**config.mk**
```make
export PLATFORM = sky130hd
export DESIGN_NAME = ro_pair_measure_ctrl
export DESIGN_NICKNAME = d
export VERILOG_FILES = /design/src/rtl/ro_pair_measure_ctrl.sv
export SDC_FILE = /design/constraint.sdc
export NUM_CORES = 1
export LEC_CHECK = 0
export ABC_AREA = 1
export BUFFER_PORTS_ARGS = -buffer_cell sky130_fd_sc_hd__buf_2
export CAP_MARGIN = 20
export CORE_UTILIZATION = 57
export CTS_CLUSTER_SIZE = 30
export DETAILED_ROUTE_END_ITERATION = 8
export GPL_ROUTABILITY_DRIVEN = 0
export PLACE_DENSITY_LB_ADDON = 0.05
export SLEW_MARGIN = 30
export SYNTH_ARGS = -nofsm -noshare
export SYNTH_HDL_FRONTEND = slang
export SYNTH_SLANG_ARGS = --single-unit
export TNS_END_PERCENT = 20
```
**constraint.sdc**
```tcl
create_clock -name clk -period 2.4 [get_ports clk]
set_input_delay 0.12 -clock clk [delete_from_list [all_inputs] [get_ports clk]]
set_output_delay 0.12 -clock clk [all_outputs]
set_load 0.02 [all_outputs]
```
**src/rtl/ro_pair_measure_ctrl.sv**
```systemverilog
// Ring-oscillator pair measurement sequencer: routes a challenge pair onto the two edge
// counters, runs a fixed enable window, then compares the counts into a response bit.
module ro_pair_measure_ctrl #(
    parameter int unsigned N_RO    = 16,
    parameter int unsigned SEL_W   = 4,
    parameter int unsigned CNT_W   = 16,
    parameter int unsigned CLR_CYC = 4,
    parameter int unsigned WINDOW  = 50000,
    parameter int unsigned SETTLE  = 4
) (
    input  logic             clk,
    input  logic             rst,
    input  logic             start,
    input  logic [SEL_W-1:0] chal_a,
    input  logic [SEL_W-1:0] chal_b,
    output logic             busy,
    output logic [SEL_W-1:0] sel_a,
    output logic [SEL_W-1:0] sel_b,
    output logic [N_RO-1:0]  ro_en,
    output logic             cnt_rst,
    input  logic [CNT_W-1:0] count_a,
    input  logic [CNT_W-1:0] count_b,
    output logic             resp_valid,
    input  logic             resp_ready,
    output logic             resp_bit,
    output logic             resp_tie,
    output logic [CNT_W-1:0] resp_diff,
    output logic             resp_err
);

    localparam int unsigned MaxA   = (CLR_CYC > WINDOW) ? CLR_CYC : WINDOW;
    localparam int unsigned MaxCyc = (MaxA > SETTLE) ? MaxA : SETTLE;
    localparam int unsigned TW     = $clog2(MaxCyc + 1);

    // Timer counts down to zero, so each phase loads its length minus one.
    localparam logic [TW-1:0] ClrLoad = TW'(CLR_CYC - 1);
    localparam logic [TW-1:0] WinLoad = TW'(WINDOW - 1);
    localparam logic [TW-1:0] SetLoad = TW'(SETTLE - 1);

    typedef enum logic [2:0] {
        StIdle,
        StClear,
        StMeasure,
        StSettle,
        StCompare,
        StResp
    } state_e;

    state_e           state_q, state_d;
    logic [TW-1:0]    tmr_q, tmr_d;
    logic [SEL_W-1:0] sel_a_q, sel_a_d;
    logic [SEL_W-1:0] sel_b_q, sel_b_d;
    logic             pend_err_q, pend_err_d;
    logic             resp_bit_q, resp_bit_d;
    logic             resp_tie_q, resp_tie_d;
    logic [CNT_W-1:0] resp_diff_q, resp_diff_d;
    logic             resp_err_q, resp_err_d;
    logic             chal_ok;

    assign chal_ok = (chal_a != chal_b) && (32'(chal_a) < N_RO) && (32'(chal_b) < N_RO);

    always_comb begin
        state_d     = state_q;
        tmr_d       = tmr_q;
        sel_a_d     = sel_a_q;
        sel_b_d     = sel_b_q;
        pend_err_d  = pend_err_q;
        resp_bit_d  = resp_bit_q;
        resp_tie_d  = resp_tie_q;
        resp_diff_d = resp_diff_q;
        resp_err_d  = resp_err_q;
        unique case (state_q)
            StIdle: begin
                if (start) begin
                    sel_a_d    = chal_a;
                    sel_b_d    = chal_b;
                    pend_err_d = !chal_ok;
                    tmr_d      = ClrLoad;
                    // A rejected challenge still spends one cycle in COMPARE to form
                    // its error response, so both paths share the same response step.
                    state_d    = chal_ok ? StClear : StCompare;
                end
            end
            StClear: begin
                if (tmr_q == '0) begin
                    state_d = StMeasure;
                    tmr_d   = WinLoad;
                end else begin
                    tmr_d = tmr_q - TW'(1);
                end
            end
            StMeasure: begin
                if (tmr_q == '0) begin
                    state_d = StSettle;
                    tmr_d   = SetLoad;
                end else begin
                    tmr_d = tmr_q - TW'(1);
                end
            end
            StSettle: begin
                if (tmr_q == '0) begin
                    state_d = StCompare;
                end else begin
                    tmr_d = tmr_q - TW'(1);
                end
            end
            StCompare: begin
                resp_err_d = pend_err_q;
                if (pend_err_q) begin
                    resp_bit_d  = 1'b0;
                    resp_tie_d  = 1'b0;
                    resp_diff_d = '0;
                end else begin
                    resp_bit_d  = count_a > count_b;
                    resp_tie_d  = count_a == count_b;
                    resp_diff_d = (count_a >= count_b) ? (count_a - count_b)
                                                       : (count_b - count_a);
                end
                state_d = StResp;
            end
            StResp: begin
                if (resp_ready) begin
                    state_d = StIdle;
                end
            end
            default: state_d = StIdle;
        endcase
    end

    always_ff @(posedge clk) begin
        if (rst) begin
            state_q     <= StIdle;
            tmr_q       <= '0;
            sel_a_q     <= '0;
            sel_b_q     <= '0;
            pend_err_q  <= 1'b0;
            resp_bit_q  <= 1'b0;
            resp_tie_q  <= 1'b0;
            resp_diff_q <= '0;
            resp_err_q  <= 1'b0;
        end else begin
            state_q     <= state_d;
            tmr_q       <= tmr_d;
            sel_a_q     <= sel_a_d;
            sel_b_q     <= sel_b_d;
            pend_err_q  <= pend_err_d;
            resp_bit_q  <= resp_bit_d;
            resp_tie_q  <= resp_tie_d;
            resp_diff_q <= resp_diff_d;
            resp_err_q  <= resp_err_d;
        end
    end

    always_comb begin
        busy       = state_q != StIdle;
        cnt_rst    = (state_q == StIdle) || (state_q == StClear);
        resp_valid = state_q == StResp;
        ro_en      = '0;
        if (state_q == StMeasure) begin
            ro_en = (N_RO'(1) << sel_a_q) | (N_RO'(1) << sel_b_q);
        end
    end

    assign sel_a     = sel_a_q;
    assign sel_b     = sel_b_q;
    assign resp_bit  = resp_bit_q;
    assign resp_tie  = resp_tie_q;
    assign resp_diff = resp_diff_q;
    assign resp_err  = resp_err_q;

endmodule

```
After elaboration in Yosys (flattened, before gate mapping)
Index checks and enable logic that the tools add are counted.

Memory bits (writable): 0. Input port bits: 44. Latch bits: 0. Register bits after elaboration: 47. Memory bits (read-only): 0. Memories kept: 0.

$add $sub $neg: 3. Div/mod/pow operators: 0. Muxes and demuxes: 17. Magnitude comparators: 2. Equality and inequality tests: 13. Multipliers: 0. Reductions and logical operators: 9. Shifts and indexed selects: 2. Bitwise gates (word level): 1.

Operators by type and width (count): 2-to-1 mux 16 bit (7); case mux 16 bit (4 select lines) (1); << shifter 1 x 4 -> 16 bit, first input constant (2); subtractor 16 bit (2); 2-to-1 mux 3 bit (6); case mux 3 bit (6 select lines) (1); equality test 16 bit (1); >= comparator 16 bit (1); greater-than comparator 16 bit (1); zero test 16 bit (1); bitwise OR 16 bit (1); subtractor 16 x 1 -> 16 bit, second input constant (1); != test 2 bit, second input constant (5); equality test 3 x 2 -> 1 bit, second input constant (2); equality test 3 bit, second input constant (2); AND reduction 5 bit (1); != test 4 bit (1); nonzero test 4 bit (1); equality test 3 x 1 -> 1 bit, second input constant (1); zero test 3 bit (1); AND reduction 3 bit (1); nonzero test 3 bit (1); 2-to-1 mux 1 bit (2); != test 2 x 1 -> 1 bit, second input constant (1); other kinds (3) (3).

Logic depth before layout (Yosys ltp)
Gate-level depths: netlist (run 1).

Word-level depth: 4. Mapped depth: 15. Mapped depth without buffers: 15.

Worst setup path before layout (run 1)
Ideal clock, no wire load.

Path kind: input to register. Start point: input count_a[0]. End point: register resp_diff_q[1], in the netlist resp_diff[1]. Data arrival time: 1.727 ns. Library setup time: 0.132 ns. Setup slack: 0.541 ns. Cell stages on the path: 13. Path through: inv_1 > ha_1 > inv_1 > fa_1 > nand3_1 > nand3_1 > nand2_1 > nand2_1 > nand2_2 > nand3_4 > buf_4 > o211ai_1 > a21oi_1.

Longest elaborated chain between the ends: 3. Elaborated cells between the ends (all ways): 5. Classes of those cells: add/sub: 2; order compare: 1; mux: 2.

RTL lines: from (decl) (RTL line 21) `input logic [CNT_W-1:0] count_a,`; subtractor 16 bit, or another cell as far along (RTL line 117) `: (count_b - count_a);`; 2-to-1 mux 16 bit * (RTL line 116) `resp_diff_d = (count_a >= count_b) ? (count_a - count_b)`; 2-to-1 mux 16 bit * (RTL line 109) `if (pend_err_q) begin`; to (signal assigned) (RTL line 149) `resp_diff_q <= resp_diff_d;`; to (decl) (RTL line 56) `logic [CNT_W-1:0] resp_diff_q, resp_diff_d;`.

Mark *: on every way between the ends. The rest lies on a longest branch, timed or not. A chain may end at the register's enable or synchronous reset.

Worst setup path after layout (run 1)
Start point: register state_q[1]. End point: output ro_en[1].

Longest elaborated chain between the ends: 2.

RTL lines: from (decl) (RTL line 49) `state_e state_q, state_d;`; from (signal assigned) (RTL line 132) `state_q <= StIdle;`; from (signal assigned) (RTL line 142) `state_q <= state_d;`; equality test 3 x 2 -> 1 bit (RTL line 159) `if (state_q == StMeasure) begin`; 2-to-1 mux 16 bit (RTL line 159); to (decl) (RTL line 19) `output logic [N_RO-1:0] ro_en,`.

No other way between the ends.

==> results of run 1 <==
-- synth_stat cells (all sizes together), types with 2 or more instances --
master	instances	share of area, %
o21bai	2	0.33
nor2	42	3.9
ha	32	8.8
a21oi	72	8.0
inv	130	11
a31oi	3	0.41
xor2	19	3.7
nand3	55	6.6
fa	2	0.88
and2	3	0.47
xnor2	3	0.58
buf	8	1.3
a211oi	3	0.50
nor3	11	1.2
nand4	43	5.9
dfxtp	47	21
clkbuf	15	1.2
o21ai	22	2.4
nand2	240	20
clkinv	9	0.75
nor3b	4	0.66
-- layout make-up --
type	count	area (um2)
fill	757	2559
clock buffer	5	68.82
multi-input combinational	559	2947
tap	102	127.6
timing repair buffer	94	483.0
sequential	47	940.9
inverter	139	524.3
clock inverter	2	37.54
-- where the power goes --
group,internal (mW),total [mW],switching (mW)
clock network,0.304,0.566,0.262
registers,1.01,1.24,0.233
logic,0.830,2.46,1.63
total,2.14,4.26,2.12
-- metal layers --
layer  part of all wire, %  GRT usage, %
met4                   2.8         9.656
met5                     0             0
met3                   4.5         2.596
met2                    48         49.87
met1                    44         32.22
-- critical path, cell delays in order, from the launching register on --
cell	delay [ns]
dfxtp_1	0.40
inv_1	0.12
nor3_1	0.23
clkinv_1	0.42
a21oi_1	0.28
buf_2	0.20
-- registers in the layout, summed over array words and instances (netlist names) --
register    count
tmr_q          16
resp_diff      16
sel_b           4
resp_bit        1
state_q         3
resp_err        1
resp_tie        1
sel_a           4
pend_err_q      1
-- through the flow --
stage	util, %	cells	instance area [um2]	setup slack [ns]
3_3_place_gp	65.33	941	5022	0.2900
5_1_grt	66.72	948	5129	0.09911
4_1_cts	66.72	948	5129	0.3690
6_report	66.72	948	5129	0.3241
2_1_floorplan	-	768	4527	0.5407
3_5_place_dp	65.33	941	5022	0.1672
-- logic make-up (layout without fill, tap and decap cells) --
family | Yosys count | count (layout) | share of synthesized area [%]
compound gates | 104 | 104 | 12.05
xor+xnor | 22 | 22 | 4.257
simple gates | 399 | 399 | 39.05
flops | 47 | 47 | 20.78
buf+inv | 162 | 240 | 14.12
fa+ha+maj | 34 | 34 | 9.729
-- path summary, 6_finish.rpt --
check                           startpoint         to  cells past startpoint
worst max register to register    tmr_q[4]  tmr_q[14]                      9
worst min register to register    tmr_q[5]   tmr_q[5]                      2
worst max-delay path            state_q[1]   ro_en[1]                      5
worst min-delay path             chal_a[3]   sel_a[3]                      3
-- layout by cell type, fill, tap and decap left out, drive strengths merged --
cell type	n
buf	94
nand4	43
fa	2
nor3	11
xor2	19
xnor2	3
nand3	55
clkinvlp	1
bufinv	1
o211ai	1
ha	32
a211oi	3
nor4	1
clkbuf	5
a31oi	3
inv	130
o21a	1
nand2	240
clkinv	9
and2	3
o21bai	2
nor2	42
o21ai	22
a21oi	72
dfxtp	47
nor3b	4
==> results.toml, run 1 <==
[setup_path]
worstSetupPathType = "reg2out"
reg2reg_slack_ns = 0.61
start_kind = "flip-flop"
required_ns = 2.28
cp-end-kind = "output pin"
worstPathArrival_ns = 1.96
path_max_fanout = 17

[grt]
antenna_found_initial = 0
grt_use_total_pct = 26.99
grt-ovfl-total = 0
grt_pass1_vias = 4632
grt_pass1_wl_um = 19100
grt_max_degree = 29

[cts]
cts_buffer_depth = 2
clk_latency_ns = 0.30
cts-hold-fix-buffers = 0
cts_tree = "yes"
cts_buffers = 5
postCtsSetupBuffers = 0
clk_pin_slew_ns = 0.09
root_buffer = "clkbuf_8"
numClockSinks = 47
ctsResizeCount = 0
cts_max_level = 2

[floorplanning]
coreArea_um2 = 7687
die_x_um = 91.12
ioPinCount = 90
dieHeight_um = 91.12
num_rows = 32
die-area_um2 = 8302
start_util_pct = 58.89

[timing]
drv_slew = 0
slew_headroom_pct = 68.02
min_period_ns = 2.076
fmax_ghz = 0.4817
finalSetupTns_ns = 0
setup-violations-final = 0
rsz0062_at_grt = "no"
min_period_over_period_pct = 86.50
holdWs_ns = 0.1423
fin_skew_ns = 0.005315
report.final.hold_viol_count = 0
tightest_slew_ns = 0.4785

[routing]
drcViolationCount = 0
drt-pass1-iter-count = 5
routed_wl_um = 11160
first_iter_violations = 252
route.vias.total = 5014
drtAntennaViolNets = 0
wire_per_inst_um = 11.77
vias_per_cell = 5.289

[min_path]
hold_class = "in2reg"

[logic_synthesis]
synth_seq_area_share_pct = 20.78
async_flop_share_pct = 0
synth-seq-cells = 47
avgSynthCellArea_um2 = 5.894
syn_nets = 846
synth.distinct_cells = 34
yosys_warnings = 0
synth_cells = 768
synthesis.area_um2 = 4527
synth_ff_type = "dfxtp_1"
synth_edf_count = 0

[finish]
syn2layout_area_growth_pct = 13.29
final_nets = 924
drive_gt1_share_pct = 13.83
diodes = 0

[place]
portBuffers = 89
hpwlAfterDp_um = 9145

[power]
power_density_nw_per_um2 = 830.9
total_power_mw = 4.261
power_leakage_nw = 2.762
peakVddDrop_v = 0.0003839

[job]
maxCapViolations = 0

[outcome]
outcome = "finished clean"
No activity file was read; power rests on OpenSTA's default activity.
==> run 2: changes to the inputs <==
--- a/config.mk
+++ b/config.mk
@@ -13,4 +13,5 @@
 export DETAILED_ROUTE_END_ITERATION = 8
 export GPL_ROUTABILITY_DRIVEN = 0
+export MAX_ROUTING_LAYER = met4
 export PLACE_DENSITY_LB_ADDON = 0.05
 export SLEW_MARGIN = 30
==> constraint.sdc (replaced) <==
create_clock -name clk -period 2.4 [get_ports clk]
set_input_delay 0.24 -clock clk [delete_from_list [all_inputs] [get_ports clk]]
set_output_delay 0.24 -clock clk [all_outputs]
set_load 0.05 [all_outputs]
==> run 2 against run 1 <==
  * Fmax grew 5.1%
  * Cell count grew 0.21%
  * Non-clock buffer count grew 2
  * Critical path type unchanged
  * Highest routed layer unchanged
==> results.toml, run 2 (synthesized netlist as in run 1, its figures left out) <==
[timing]
drv_slew = 0
setup-violations-final = 0
slew_headroom_pct = 67.93
rsz0062_at_grt = "no"
fmax_ghz = 0.5063
tightest_slew_ns = 0.4799
min_period_ns = 1.975
report.final.hold_viol_count = 0
worst_slack_ns = 0.4249
finalSetupTns_ns = 0
min_period_over_period_pct = 82.30
fin_skew_ns = 0.006467

[finish]
ff_latch_area_um2 = 940.9
fill_cells = 759
layout_common_cells = "nand2_1, inv_1, buf_2"
final_nets = 926
diodes = 0
syn2layout_area_growth_pct = 13.63
stdcell_area_um2 = 5144
multi_input_area_um2 = 2947
layout_commonest_cell = "nand2_1"
drive_gt1_share_pct = 14.15

[floorplanning]
start_util_pct = 58.89
ioPinCount = 90
coreArea_um2 = 7687
dieHeight_um = 91.12
die-area_um2 = 8302
die_x_um = 91.12
num_rows = 32

[place]
hpwlAfterDp_um = 9087
dpl_cell_area_um2 = 5037
portBuffers = 89
pre_cts_ws_ns = 0.1194

[cts]
clk_pin_slew_ns = 0.09
cts_tree = "yes"
ctsResizeCount = 0
cts-hold-fix-buffers = 0
numClockSinks = 47
cts_buffer_depth = 2
root_buffer = "clkbuf_8"
postCtsSetupBuffers = 0
clk_latency_ns = 0.30
cts_buffers = 5
cts_max_level = 2

[routing]
first_iter_violations = 278
drtAntennaViolNets = 0
vias_per_cell = 5.242
wire_per_inst_um = 11.63
drcViolationCount = 0
route.vias.total = 4980
routed_wl_um = 11050
drt-pass1-iter-count = 4

[power]
power_density_nw_per_um2 = 884.5
peakVddDrop_v = 0.0003861
power_leakage_nw = 2.772

[min_path]
hold_class = "in2reg"

[grt]
grt_pass1_wl_um = 19090
grt_max_degree = 29
antenna_found_initial = 0
grt_use_total_pct = 27.97
grt-ovfl-total = 0
grt_pass1_vias = 4558

[setup_path]
start_kind = "flip-flop"
worstPathArrival_ns = 1.74
cp_cell_sequence = "inv_1 -> nor3_1 -> inv_2 -> a21oi_1 -> buf_2"
worstSetupPathType = "reg2out"
required_ns = 2.16
cpPeakStageDelay_ns = 0.40
cp-end-kind = "output pin"
critPathSlowestCell = "dfxtp_1"
path_max_fanout = 17

[outcome]
outcome = "finished clean"

[job]
maxCapViolations = 0
[run 2: cell types whose count changed in the layout (fill, tap and decap cells not counted), sizes merged]
cell | previous run | this run
buf | 94 | 96
inv | 130 | 131
clkinv | 9 | 8
[run 2: critical path: cells and delay by family (launching register included)]
kind / cells / cell delay [ns]
and+or+nand+nor: 1 / 0.27
DFF: 1 / 0.40
AOI/OAI and AO/OA: 1 / 0.17
buffers and inverters: 3 / 0.60
[run 2: worst paths after layout]
check / slack, ns / cells past startpoint / endpoint / start
worst max-delay path: 0.42 / 5 / ro_en[3] / state_q[1]
worst min-delay path: 0.26 / 3 / sel_a[3] / chal_a[3]
worst max register to register: 0.60 / 9 / tmr_q[14] / tmr_q[4]
worst min register to register: 0.47 / 2 / resp_tie / resp_tie
[run 2: area by class of cell]
cell class / count / share of cell area, %
timing repair buffer: 96 / 9.681
inverter: 139 / 10.19
tap: 102 / 2.481
clock inverter: 2 / 0.7297
clock buffer: 5 / 1.338
sequential: 47 / 18.29
multi-input combinational: 559 / 57.29
[run 2: layer usage]
| layer | vias up | global-route usage, % | wire length, um |
|---|---|---|---|
| li1 | 2616 | - | - |
| met1 | 2187 | 33.08 | 4871 |
| met2 | 153 | 49.81 | 5378 |
| met3 | 24 | 2.261 | 560 |
| met4 | 0 | 9.656 | 239 |
| met5 | - | - | 0 |
[run 2: where the power goes]
group / switching, mW / internal [mW]
registers: 0.228 / 1.01
clock network: 0.260 / 0.304
logic: 1.92 / 0.833
[run 2: stage by stage]
stage          power (mW)  hold WS, ns  cells  utilization [%]
3_3_place_gp        3.879       0.4482    943            65.53
2_1_floorplan       3.394       0.4349    768                -
4_1_cts             4.528       0.2663    950            66.91
3_5_place_dp        3.963       0.4565    943            65.53
5_1_grt             4.945       0.2744    950            66.91
6_report            4.549       0.2633    950            66.91
==> run 3: changes to the inputs <==
CORE_UTILIZATION = 51   (was 57)
clock period = 1.65 ns   (was 2.4 ns; I/O delays follow)
==> run 3 against run 2 <==
  * The run now ends with setup timing left
  * Worst setup slack worse by 0.53 ns
  * Non-clock buffer count up 107
  * Cell count up 12%
  * Flip-flop and latch count unchanged
  * Routed wire length up 28%
==> results.toml, run 3 (synthesized netlist as in run 1, its figures left out) <==
[grt]
grt_pass1_vias = 4922
antenna_found_initial = 0
grt_use_total_pct = 29.30
grt-ovfl-total = 0
grt_pass1_wl_um = 21210
grt_max_degree = 29

[cts]
cts_max_level = 2
numClockSinks = 47
clk_pin_slew_ns = 0.09
cts-hold-fix-buffers = 0
cts_tree = "yes"
cts_buffer_depth = 2
clk_latency_ns = 0.31
cts_buffers = 5
root_buffer = "clkbuf_8"

[timing]
rsz0062_at_grt = "yes"
fmax_ghz = 0.5697
tightest_slew_ns = 0.4717
min_period_ns = 1.755
holdWs_ns = 0.1961
worst_slack_ns = -0.1052
min_period_over_period_pct = 106.4
fin_skew_ns = 0.008342
report.final.hold_viol_count = 0
setup-violations-final = 23
drv_slew = 0
slew_headroom_pct = 68.47

[finish]
instances_no_fill = 1066
diodes = 0
layout_common_cells = "nand2_1, inv_1, buf_4"
ff_latch_area_um2 = 955.9
multi_input_area_um2 = 3430
drive_gt1_share_pct = 32.99
stdcell_area_um2 = 6698
layout_commonest_cell = "nand2_1"
fill_cells = 650
syn2layout_area_growth_pct = 47.95
final_nets = 1035

[setup_path]
worstPathArrival_ns = 1.59
required_ns = 1.48
worstSetupPathType = "reg2out"
start_kind = "flip-flop"
cp-end-kind = "output pin"
path_max_fanout = 7

[power]
power_density_nw_per_um2 = 1267
power_leakage_nw = 3.427
peakVddDrop_v = 0.0007468
total_power_mw = 8.489

[floorplanning]
die_x_um = 96.22
ioPinCount = 90
coreArea_um2 = 8636
start_util_pct = 52.42
dieHeight_um = 96.22
die-area_um2 = 9257
num_rows = 34

[routing]
wire_per_inst_um = 13.31
first_iter_violations = 310
drtAntennaViolNets = 0
drcViolationCount = 0
drt-pass1-iter-count = 5
route.vias.total = 5626
routed_wl_um = 14190
vias_per_cell = 5.278

[min_path]
hold_class = "in2reg"

[outcome]
outcome = "finished, violations left"
failed_checks = "setup timing"

[place]
portBuffers = 89
dp.cells = 1040
dpl_cell_area_um2 = 5949
hpwlAfterDp_um = 10250

[job]
maxCapViolations = 0
==> run 3: changes by cell type in the layout (fill, tap and decap cells not counted), sizes merged <==
cell	before	now
bufinv	1	0
clkbuf	5	7
clkinv	8	9
nand3	55	56
inv	131	130
o21a	1	2
clkinvlp	1	2
buf	96	202
==> run 3: repair_timing <==
item                                    4_1_cts  5_1_grt
buffers inserted                              5        9
endpoints found under the hold margin         0        0
gates cloned                                  2        3
pin swaps                                     3       20
resized for setup                            56       89
endpoints found under the setup margin       36       57
==> run 3: cell type report <==
| cell class | count | area share [%] |
|---|---|---|
| multi-input cells | 561 | 51.20 |
| repair buffers | 203 | 22.70 |
| clock buffers | 6 | 1.233 |
| flip-flops and latches | 47 | 14.27 |
| inverters | 139 | 8.332 |
| clock inverters | 2 | 0.2429 |
| well taps | 108 | 2.018 |
==> run 3: path summary, 6_finish.rpt <==
kind	from	endpoint	slack, ns	cells past startpoint
worst min-delay path	chal_b[3]	sel_b[3]	0.20	3
worst max register to register	state_q[0]	sel_b[0]	-0.04	7
worst min register to register	resp_diff[7]	resp_diff[7]	0.47	2
worst max-delay path	state_q[2]	ro_en[3]	-0.11	6
==> run 3: layer usage <==
metal | global-route usage [%] | vias up | wire length, um
li1 | - | 2833 | -
met1 | 33.92 | 2540 | 5773
met2 | 53.13 | 207 | 7216
met3 | 2.449 | 46 | 791
met4 | 9.328 | 0 | 405
met5 | - | - | 0
==> run 3: power breakdown <==
group	internal (mW)	switching [mW]	total (mW)
combinational	2.24	3.67	5.91
sequential	1.49	0.345	1.83
clock	0.343	0.410	0.752
==> run 3: critical path: stages (launching register included) <==
cell and delay, ns:
dfxtp_4 0.38, nor3_4 0.20, clkinv_2 0.11, buf_6 0.15, buf_12 0.14, a21oi_4 0.14, buf_8 0.16
==> run 3: through the flow <==
step,setup WS (ns),setup TNS [ns],utilization [%]
final,-0.1052,-1.018,77.56
after global placement,-0.2932,-3.989,68.89
after global routing,-0.2542,-7.225,77.56
after floorplan,-0.1421,-2.038,-
after detailed placement,-0.4014,-5.365,68.89
after CTS,-0.08487,-1.278,73.11
